`src/rtl/cmos_nvram_arbiter.sv`:
```
// Shares one single-port CMOS RAM between the game CPU and the HPS ioctl NVRAM channel (round-robin).
// Latency from grant: write completes 2 cycles later, read 3 cycles later (RAM has 1-cycle read).
// Backpressure: CPU held off until the cpu_ack pulse; host stalled by ioctl_wait while an access is pending.
module cmos_nvram_arbiter #(
    parameter int AW    = 10,
    parameter int DW    = 4,
    parameter int DEPTH = 1024
) (
    input  logic          clk_sys,
    input  logic          reset_n,
    input  logic          cpu_req,
    input  logic          cpu_we,
    input  logic [AW-1:0] cpu_addr,
    input  logic [DW-1:0] cpu_din,
    output logic [DW-1:0] cpu_dout,
    output logic          cpu_ack,
    input  logic          nv_sel,
    input  logic          ioctl_wr,
    input  logic          ioctl_rd,
    input  logic [24:0]   ioctl_addr,
    input  logic [7:0]    ioctl_dout,
    output logic [7:0]    ioctl_din,
    output logic          ioctl_wait,
    output logic [AW-1:0] ram_addr,
    output logic          ram_we,
    output logic [DW-1:0] ram_din,
    input  logic [DW-1:0] ram_dout
);

    typedef enum logic [1:0] {S_IDLE, S_CPU_ACC, S_HPS_ACC, S_RD_DATA} state_t;

    localparam logic [24:0] LP_DEPTH = 25'(DEPTH);

    state_t        r_state;
    state_t        w_next;
    logic          r_last_hps;
    logic          r_rd_hps;
    logic          r_cpu_we;
    logic [AW-1:0] r_cpu_addr;
    logic [DW-1:0] r_cpu_din;
    logic [DW-1:0] r_cpu_dout;
    logic          r_cpu_ack;
    logic          r_pend;
    logic          r_oor;
    logic          r_h_we;
    logic [AW-1:0] r_h_addr;
    logic [DW-1:0] r_h_dat;
    logic [7:0]    r_ioctl_din;

    logic          w_cpu_req;
    logic          w_hps_req;
    logic          w_grant_cpu;
    logic          w_grant_hps;
    logic          w_host_stb;
    logic          w_hps_done;
    logic [AW-1:0] w_ram_addr;
    logic          w_ram_we;
    logic [DW-1:0] w_ram_din;
    logic [7:0]    w_din_ext;
    logic          w_unused;

    // The request that was just acknowledged is masked for one cycle so a held
    // cpu_req is not served twice; the next request is sampled after the ack.
    assign w_cpu_req  = cpu_req & ~r_cpu_ack;
    // Out-of-range host accesses never compete for the RAM.
    assign w_hps_req  = r_pend & ~r_oor;
    assign w_host_stb = nv_sel & (ioctl_wr | ioctl_rd);
    assign w_unused   = ^ioctl_dout;

    // Host read byte: upper bits forced to 1s, RAM word in the low bits.
    always_comb begin
        w_din_ext           = 8'hFF;
        w_din_ext[DW-1:0]   = ram_dout;
    end

    // Next-state, grant and RAM port drive.
    always_comb begin
        w_next      = r_state;
        w_grant_cpu = 1'b0;
        w_grant_hps = 1'b0;
        w_ram_addr  = '0;
        w_ram_we    = 1'b0;
        w_ram_din   = '0;
        w_hps_done  = 1'b0;
        case (r_state)
            S_IDLE: begin
                if (w_cpu_req && w_hps_req) begin
                    w_grant_cpu = r_last_hps;
                    w_grant_hps = ~r_last_hps;
                end else begin
                    w_grant_cpu = w_cpu_req;
                    w_grant_hps = w_hps_req;
                end
                if (w_grant_cpu)      w_next = S_CPU_ACC;
                else if (w_grant_hps) w_next = S_HPS_ACC;
            end
            S_CPU_ACC: begin
                w_ram_addr = r_cpu_addr;
                w_ram_we   = r_cpu_we;
                w_ram_din  = r_cpu_din;
                w_next     = r_cpu_we ? S_IDLE : S_RD_DATA;
            end
            S_HPS_ACC: begin
                w_ram_addr = r_h_addr;
                w_ram_we   = r_h_we;
                w_ram_din  = r_h_dat;
                w_hps_done = r_h_we;
                w_next     = r_h_we ? S_IDLE : S_RD_DATA;
            end
            S_RD_DATA: begin
                w_hps_done = r_rd_hps;
                w_next     = S_IDLE;
            end
            default: w_next = S_IDLE;
        endcase
    end

    // Reset kills the write strobe immediately, so an aborted write never lands.
    assign ram_we     = w_ram_we & reset_n;
    assign ram_addr   = w_ram_addr;
    assign ram_din    = w_ram_din;
    assign cpu_ack    = r_cpu_ack;
    assign cpu_dout   = r_cpu_dout;
    assign ioctl_wait = r_pend;
    assign ioctl_din  = r_ioctl_din;

    // State register.
    always_ff @(posedge clk_sys or negedge reset_n) begin
        if (!reset_n) r_state <= S_IDLE;
        else          r_state <= w_next;
    end

    // Grant bookkeeping: remember the winner, freeze the CPU command, track read owner.
    always_ff @(posedge clk_sys or negedge reset_n) begin
        if (!reset_n) begin
            r_last_hps <= 1'b1;
            r_rd_hps   <= 1'b0;
            r_cpu_we   <= 1'b0;
            r_cpu_addr <= '0;
            r_cpu_din  <= '0;
        end else begin
            if (w_grant_cpu) begin
                r_last_hps <= 1'b0;
                r_cpu_we   <= cpu_we;
                r_cpu_addr <= cpu_addr;
                r_cpu_din  <= cpu_din;
            end else if (w_grant_hps) begin
                r_last_hps <= 1'b1;
            end
            if (r_state == S_CPU_ACC)      r_rd_hps <= 1'b0;
            else if (r_state == S_HPS_ACC) r_rd_hps <= 1'b1;
        end
    end

    // CPU completion: ack one cycle after the write cycle or after read data returns.
    always_ff @(posedge clk_sys or negedge reset_n) begin
        if (!reset_n) begin
            r_cpu_ack  <= 1'b0;
            r_cpu_dout <= '0;
        end else begin
            r_cpu_ack <= ((r_state == S_CPU_ACC) && r_cpu_we) ||
                         ((r_state == S_RD_DATA) && !r_rd_hps);
            if ((r_state == S_RD_DATA) && !r_rd_hps) r_cpu_dout <= ram_dout;
        end
    end

    // Host pending buffer: one access at a time; strobes while busy are dropped.
    always_ff @(posedge clk_sys or negedge reset_n) begin
        if (!reset_n) begin
            r_pend   <= 1'b0;
            r_oor    <= 1'b0;
            r_h_we   <= 1'b0;
            r_h_addr <= '0;
            r_h_dat  <= '0;
        end else if (r_pend) begin
            if (r_oor || w_hps_done) r_pend <= 1'b0;
        end else if (w_host_stb) begin
            r_pend   <= 1'b1;
            r_oor    <= !(ioctl_addr < LP_DEPTH);
            r_h_we   <= ioctl_wr;
            r_h_addr <= ioctl_addr[AW-1:0];
            r_h_dat  <= ioctl_dout[DW-1:0];
        end
    end

    // Host read data: RAM word padded with 1s, or all 1s for an out-of-range read.
    always_ff @(posedge clk_sys or negedge reset_n) begin
        if (!reset_n) begin
            r_ioctl_din <= 8'hFF;
        end else if ((r_state == S_RD_DATA) && r_rd_hps) begin
            r_ioctl_din <= w_din_ext;
        end else if (r_pend && r_oor && !r_h_we) begin
            r_ioctl_din <= 8'hFF;
        end
    end

endmodule

```
`config.mk`:
```
export PLATFORM = sky130hd
export DESIGN_NAME = cmos_nvram_arbiter
export DESIGN_NICKNAME = d
export VERILOG_FILES = /design/src/rtl/cmos_nvram_arbiter.sv
export SDC_FILE = /design/constraint.sdc
export NUM_CORES = 1
export LEC_CHECK = 0
export ABC_CLOCK_PERIOD_IN_PS = 2400
export BUFFER_PORTS_ARGS = -buffer_cell sky130_fd_sc_hd__buf_4
export CAP_MARGIN = 20
export CORE_MARGIN = 3
export CORE_UTILIZATION = 44
export DETAILED_ROUTE_END_ITERATION = 16
export PLACE_DENSITY = 0.74
export SLEW_MARGIN = 10
export SYNTH_ARGS = -nofsm -noshare
export SYNTH_HDL_FRONTEND = slang
export SYNTH_SLANG_ARGS = --single-unit
```
`constraint.sdc`:
```
create_clock -name clk_sys -period 2.4 [get_ports clk_sys]
set_clock_uncertainty 0.15 [all_clocks]
set_input_delay 0.24 -clock clk_sys [delete_from_list [all_inputs] [get_ports clk_sys]]
set_output_delay 0.24 -clock clk_sys [all_outputs]
set_load 0.02 [all_outputs]
```
# [Word level (Yosys, flattened, before mapping)]
# Index checks and enable logic that the tools add are counted.
[totals] reg_bits=49 word_cells=68
[op_classes] n_lt_le_gt_ge=1 n_eq_ne=4 n_mux=24 bitwise=9 n_reduce_logical=16
[ops] cell="25-bit by 11-bit < comparator with 1-bit output, second input constant" n=1
[ops] cell="10-bit one-hot mux with 2 select lines" n=1
[ops] cell="8-bit two-way mux" n=2
[ops] cell="1-bit two-way mux" n=13
[ops] cell="2-bit two-way mux" n=4
[ops] cell="2-bit one-hot mux with 4 select lines" n=1
[ops] cell="4-bit one-hot mux with 2 select lines" n=1
[ops] cell="1-bit logical AND" n=6
[ops] cell="2-bit nonzero test" n=3
[ops] cell="1-bit bitwise AND" n=4
[ops] cell="2-bit equality test, second input constant" n=2
[ops] cell="1-bit NOT" n=4
[ops] cell="1-bit one-hot mux with 2 select lines" n=2
[ops] cell="1-bit logical NOT" n=3
[ops] cell="3-bit by 1-bit != test with 1-bit output, second input constant" n=1
[ops] cell="2-bit by 1-bit equality test with 1-bit output, second input constant" n=1
[ops] cell="2-bit logical NOT" n=1
[ops] cell="1-bit logical OR" n=2
[ops] cell="2-bit AND reduction" n=1
[ops] cell="1-bit bitwise OR" n=1

# [Longest topological paths before layout]
# Gate-level depths: netlist of the first run.
[logic_depth] depth_word=8 depth_mapped=7

# [Least setup slack after synthesis of the first run]
# OpenSTA, ideal clock, no wires.
[synth_timing] path_kind="register to output" startpoint="register r_state[0]" endpoint="output ram_we" t_arrival_ns=1.592 required_ns=2.010 slack_ns=0.418 stages_incl_launch_ff=7 path_cell_list="dfrtp_1 -> inv_1 -> ha_1 -> clkbuf_1 -> clkbuf_1 -> nand2_1 -> a21oi_1"
[synth_via] elab_chain_len=3 word_cells_on_any_way=4
[synth_lines] item="from (decl)" line="34" source="state_t r_state;"
[synth_lines] item="from (signal assigned)" line="130" source="else r_state <= w_next;"
[synth_lines] item="2-bit equality test or 2-bit by 1-bit equality test with 1-bit output (tied branches)" line="85" source="case (r_state)"
[synth_lines] item="1-bit one-hot mux with 2 select lines (*)" line="85"
[synth_lines] item="1-bit bitwise AND (*)" line="119" source="assign ram_we = w_ram_we & reset_n;"
[synth_lines] item="to (decl)" line="25" source="output logic ram_we,"
# Every way passes the cells marked *; elsewhere a longest branch is shown, timed or not.

# [Final worst setup path of the first run]
[layout_timing] startpoint="register r_state[1]" endpoint="output ram_addr[2]"
[layout_via] elab_chain_len=2 word_cells_on_any_way=3
[layout_lines] item="2-bit equality test or 2-bit by 1-bit equality test with 1-bit output (tied branches)" line="85"
[layout_lines] item="10-bit one-hot mux with 2 select lines (*)" line="85"
[layout_lines] item="to (decl)" line="24" source="output logic [AW-1:0] ram_addr,"
# Marked as above.

==> flow_summary.yaml, run 1 <==
outcome:
  status: "finished clean"
yosys:
  synth_ff_type: "dfrtp_1"
  syn_avg_cell_area_um2: 12.5
  syn_area_mm2: 0.00219
  yosysSeqAreaShare: 0.517
  async_flop_share: 1.00
  synth_top_area_frac: 0.457
  synth_edf_count: 0
  ys_types: 32
  synth.most_common_cell: "dfrtp_1"
  ys_ff_latch: 45
  ys_top_cells_by_area: "dfrtp_1 (46%), mux2_2 (13%), mux2_4 (6.2%), dfstp_2 (6.0%), a22oi_1 (4.8%)"
  synthesis.instances: 175
  ys_warn_count: 0
  synthTopCellsByCount: "dfrtp_1 (40), mux2_2 (26), a22oi_1 (14), nor2b_1 (14)"
  synth_top_cell_by_area: "dfrtp_1"
min_path:
  hold_end: "r_h_dat[1]"
  whs_path_depth: 2
  worstHoldStart: "ioctl_dout[1]"
  hold_path_class: "in -> reg"
timing:
  rsz0062_at_grt: "no"
  min_period_ns: 2.23
  fmax_mhz: 448
  slew-limit-headroom: 0.319
  setup_viol: 0
  fin_tns_setup_ns: 0
  fin_crit_sh: 0.931
  hold_viol: 0
  final-max-slew-violation-count: 0
  fin_ws_ns: 0.166
  tightest_slew_ns: 1.02
critical_path:
  reg2reg_from: "r_state[0]"
  worstPathRequired_ns: 2.01
  crit_type: "reg -> out"
  path_max_fanout: 10
  cp.arrival_ns: 1.84
  cp_cell_sequence: "inv_1 -> ha_1 -> buf_4 -> a22oi_1 -> nor2b_1 -> buf_4"
  end_kind: "primary output"
  path_buf_inv: 3
  r2r-end: "r_cpu_addr[3]"
  reg2reg_depth: 5
  crit_top_cell: "buf_4"
  cp-start-kind: "flip-flop"
  critPathTopFamily: "buffers and inverters"
  slowest_stage: "dfrtp_1"
  max_stage_delay_ns: 0.43
  r2r_setup_slack_ns: 0.57
floorplanning:
  rows: 25
  die_y_um: 76.6
  io_pins: 87
  initial_utilization: 0.461
  die-area_mm2: 0.00586
  coreArea_mm2: 0.00475
  fp.dieW_um: 76.6
run:
  max_cap_viol_count: 0
global_routing:
  grt_pass1_vias: 1590
  grt_max_degree: 46
  antenna_found_initial: 0
  grt_overflow: 0
  grt_use_total: 0.167
  grt_pass1_wl_mm: 7.67
clock_tree:
  cts_setup_buffers: 0
  clk_pin_slew_ns: 0.08
  ctsLongestPathBuffers: 2
  cts_root_buf: "clkbuf_8"
  cts_max_level: 2
  cts.sinks: 45
  clock_latency_ns: 0.30
  cts_tree: "yes"
  numCtsBuffers: 5
pwr:
  p_int_mw: 2.18
  swShare: 0.363
  power.leakage_nw: 1.38
  clock_power_share: 0.139
  ir_drop_v: 0.000557
  pwr-share-seq: 0.358
  comb_power_share: 0.502
  netSwitchingPower_mw: 1.24
  design_power_total_mw: 3.42
  power_density_mw_per_mm2: 1160
cells_and_area:
  drive_gt1_frac: 0.519
  fillers: 427
  fin_nets: 322
  utilization: 0.619
  multiInputGateArea_um2: 970
  instances_no_fill: 327
  antenna_cells: 0
  syn_to_final_growth_pct: 34.4
  seq_area_mm2: 0.00113
drt:
  num_vias: 1613
  drt_wl_total_mm: 4.70
  drc: 0
  detail-route-antenna-nets: 0
  via_per_inst: 4.93
  post_drt_wl_per_cell_um: 14.4
  firstDrtPassIters: 4
  drt-initial-drc-count: 75
placement:
  place_inst: 317
  dp_hpwl_mm: 3.44
  portBuffers: 78
  gp_congestion: 0.851
  dpl_worst_slack_ns: 0.492
-- registers in the layout (all words and copies together) (netlist names) --
signal / cells
r_cpu_we: 1
r_cpu_din: 4
ioctl_wait: 1
r_oor: 1
r_last_hps: 1
r_rd_hps: 1
r_h_addr: 10
r_h_we: 1
ioctl_din: 4
cpu_ack: 1
cpu_dout: 4
r_h_dat: 4
r_cpu_addr: 10
r_state: 2
-- routing by layer --
metal  GRT usage  vias to the layer above  share of wire
li1            -                      776              -
met2       0.269                       50           0.50
met4      0.0543                        0          0.011
met1       0.208                      781           0.42
met3      0.0615                        6          0.068
met5           0                        -              0
-- cell type report --
class | count | area share
tap | 67 | 0.0285
inverter | 7 | 0.00892
multi-input combinational | 115 | 0.329
sequential | 45 | 0.384
clock buffer | 8 | 0.0306
timing repair buffer | 85 | 0.218
-- cells by family after synthesis --
logic type               after synthesis  share of synthesized area
other                                  1                    0.00171
adder cells (fa/ha/maj)                5                     0.0286
multiplexers                          36                      0.200
buffers and inverters                 18                     0.0457
flip-flops                            45                      0.517
AND/OR/NAND/NOR                       44                      0.123
AO/OA/AOI/OAI                         26                     0.0845
-- placed cells by master (no fill, tap or decap), drive strengths merged --
cell | netlist | routed
a21oi | 5 | 5
nor3b | 3 | 3
nor4 | 3 | 3
o31ai | 2 | 2
a221oi | 1 | 1
nor2 | 9 | 9
dfrtp | 40 | 40
mux2 | 35 | 35
nand4 | 3 | 3
nor2b | 14 | 14
ha | 5 | 5
a31oi | 1 | 1
o21a | 1 | 1
and3b | 1 | 1
dlygate4sd3 | 0 | 2
buf | 6 | 83
o211ai | 1 | 1
clkbuf | 5 | 8
or2b | 1 | 1
dfstp | 5 | 5
a22oi | 14 | 14
and3 | 1 | 1
conb | 1 | 4
nand2b | 1 | 1
mux2i | 1 | 1
o21ai | 1 | 1
nand2 | 7 | 7
inv | 7 | 7
nor3 | 1 | 1
-- power groups by stage --
stage | Clock, mW | Sequential, mW | Combinational (mW)
after floorplan | 0 | 1.30 | 1.08
after global placement | 0 | 1.23 | 1.71
after detailed placement | 0 | 1.24 | 1.74
after CTS | 0.494 | 1.23 | 1.74
after global routing | 0.527 | 1.27 | 1.86
final | 0.477 | 1.23 | 1.72
-- metrics by stage --
stage	hold slack [ns]	instance area, um^2
after CTS	0.00397	2940
after global routing	0.00148	2950
after detailed placement	0.231	2840
after floorplan	-0.206	2200
after global placement	0.229	2840
final	0.0125	2950
-- timing repair --
item,CTS,global route
endpoints found under the hold margin,40,1
resized for setup,0,0
hold buffers,1,1
-- how the worst max path moves through the flow --
| stage | slack (ns) | startpoint | cells after the start | to |
|---|---|---|---|---|
| 2_1_floorplan | 0.42 | r_state[0] | 6 | ram_we |
| 3_3_place_gp | 0.51 | r_state[1] | 6 | ram_addr[2] |
| 3_5_place_dp | 0.49 | ioctl_rd | 3 | r_oor |
| 4_1_cts | 0.16 | r_state[1] | 6 | ram_addr[2] |
| 5_1_grt | 0.04 | r_state[0] | 5 | ram_we |
| 6_report | 0.17 | r_state[1] | 6 | ram_addr[2] |
No activity file was read; power rests on OpenSTA's default activity.
==> inputs of run 2 (changes only) <==
--- a/config.mk
+++ b/config.mk
@@ -12,6 +12,7 @@
 export CORE_UTILIZATION = 44
 export DETAILED_ROUTE_END_ITERATION = 16
 export PLACE_DENSITY = 0.74
+export REMOVE_ABC_BUFFERS = 1
 export SLEW_MARGIN = 10
 export SYNTH_ARGS = -nofsm -noshare
 export SYNTH_HDL_FRONTEND = slang
==> run 2 against run 1 <==
Against the previous run: setup slack better by 0.066 ns; critical path depth shrank 1; die area did not move; combinational power hardly changed; critical path type unchanged; largest power group unchanged; highest routed layer unchanged.
==> flow_summary.yaml, run 2 (synthesis results as in run 1) <==
cells_and_area:
  seq_area_mm2: 0.00113
  syn_to_final_growth_pct: 34.7
  mostFrequentLayoutCells: "buf_4 (82), dfrtp_1 (40), mux2_2 (26)"
  multiInputGateArea_um2: 975
  drive_gt1_frac: 0.531
  instances_no_fill: 325
  fillers: 414
  mostFrequentLayoutCell: "buf_4"
  largestRegisters: "r_cpu_addr x10, r_h_addr x10"
  antenna_cells: 0
  fin_nets: 320
pwr:
  netSwitchingPower_mw: 1.27
  power.leakage_nw: 1.38
  design_power_total_mw: 3.52
  ir_drop_v: 0.000653
  swShare: 0.359
  pwr-share-seq: 0.350
  clock_power_share: 0.158
  comb_power_share: 0.492
  power_density_mw_per_mm2: 1190
  p_int_mw: 2.26
clock_tree:
  cts_root_buf: "clkbuf_8"
  clock_latency_ns: 0.29
  cts_setup_buffers: 0
  cts_tree: "yes"
  cts.sinks: 45
  cts_max_level: 2
  numCtsBuffers: 5
  clk_pin_slew_ns: 0.08
  ctsLongestPathBuffers: 2
global_routing:
  grt_use_total: 0.174
  grt_overflow: 0
  met3_usage: 0.0355
  grt_use_met2: 0.309
  grt_max_degree: 46
  antenna_found_initial: 0
  grt_pass1_vias: 1721
  grt_pass1_wl_mm: 8.16
  busiest_layer: "met2"
  grt_use_met1: 0.212
critical_path:
  cp.arrival_ns: 1.78
  path_max_fanout: 16
  cp-start-kind: "flip-flop"
  crit_type: "reg -> out"
  worstPathRequired_ns: 2.01
  end_kind: "primary output"
drt:
  detail-route-antenna-nets: 0
  drc: 0
  post_drt_wl_per_cell_um: 15.1
  firstDrtPassIters: 4
  via_per_inst: 5.04
  num_vias: 1637
  drt_wl_total_mm: 4.89
  drt-initial-drc-count: 91
outcome:
  status: "finished clean"
timing:
  rsz0062_at_grt: "no"
  final-max-slew-violation-count: 0
  tightest_slew_ns: 0.950
  fin_ws_ns: 0.232
  fin_crit_sh: 0.903
  hold_ws_ns: 0.0222
  hold_viol: 0
  slew-limit-headroom: 0.365
  fin_tns_setup_ns: 0
  setup_viol: 0
  fmax_mhz: 461
  min_period_ns: 2.17
floorplanning:
  fp.dieW_um: 76.6
  rows: 25
  die-area_mm2: 0.00586
  io_pins: 87
  coreArea_mm2: 0.00475
  initial_utilization: 0.461
  die_y_um: 76.6
placement:
  dp_hpwl_mm: 3.56
  dpl_worst_slack_ns: 0.435
  place_inst: 316
  portBuffers: 78
  gp_congestion: 0.765
min_path:
  hold_path_class: "in -> reg"
run:
  max_cap_viol_count: 0
run 2: cell count changes in the layout (fill, tap and decap cells not counted), sizes merged:
cell and change:
buf -1, bufinv +1, dlygate4sd3 -1, clkinv +1, clkbuf -2
run 2: cell type report:
| class | instances | area share |
|---|---|---|
| clock buffer | 6 | 0.0246 |
| clock inverter | 2 | 0.0119 |
| inverter | 7 | 0.00891 |
| multi-input combinational | 115 | 0.330 |
| sequential | 45 | 0.384 |
| tap | 67 | 0.0284 |
| timing repair buffer | 83 | 0.212 |
run 2: per-layer routing:
metal,part of all wire,routed length (um),vias up
met2,0.53,2590,39
li1,-,-,773
met5,0,0,-
met1,0.42,2030,821
met3,0.045,219,4
met4,0.012,57,0
run 2: power groups by stage:
stage                     clock network, mW  registers [mW]  logic (mW)
after floorplan                           0            1.30        1.03
after global placement                    0            1.23        1.70
after detailed placement                  0            1.24        1.74
after CTS                             0.567            1.23        1.74
after global routing                  0.608            1.27        1.89
final                                 0.556            1.23        1.74
run 2: worst paths after layout:
check	depth (start not counted)	startpoint	slack (ns)	endpoint
min reg2reg	1	r_h_addr[4]	0.36	r_h_addr[4]
min	2	cpu_addr[3]	0.02	r_cpu_addr[3]
max reg2reg	5	r_state[0]	0.45	r_cpu_addr[0]
max in group asynchronous	3	reset_n	1.25	ioctl_din[0]
min in group asynchronous	3	reset_n	0.47	r_state[1]
max	5	r_state[0]	0.23	ram_we
run 2: worst max-delay path: stages (launching register included):
cell	delay, ns
dfrtp_1	0.43
inv_1	0.11
ha_2	0.51
nand2_1	0.09
a21oi_1	0.17
buf_4	0.17
run 2: metrics by stage:
step | area, um^2 | util
3_3_place_gp | 2830 | 0.595
4_1_cts | 2950 | 0.619
3_5_place_dp | 2830 | 0.595
6_report | 2950 | 0.621
2_1_floorplan | 2130 | -
5_1_grt | 2950 | 0.621
run 2: repair_timing:
action / 4_1_cts / 5_1_grt
hold buffers: 1 / 0
endpoints found under the hold margin: 40 / 0
setup endpoints to repair: 0 / 1
gates resized for setup: 0 / 2
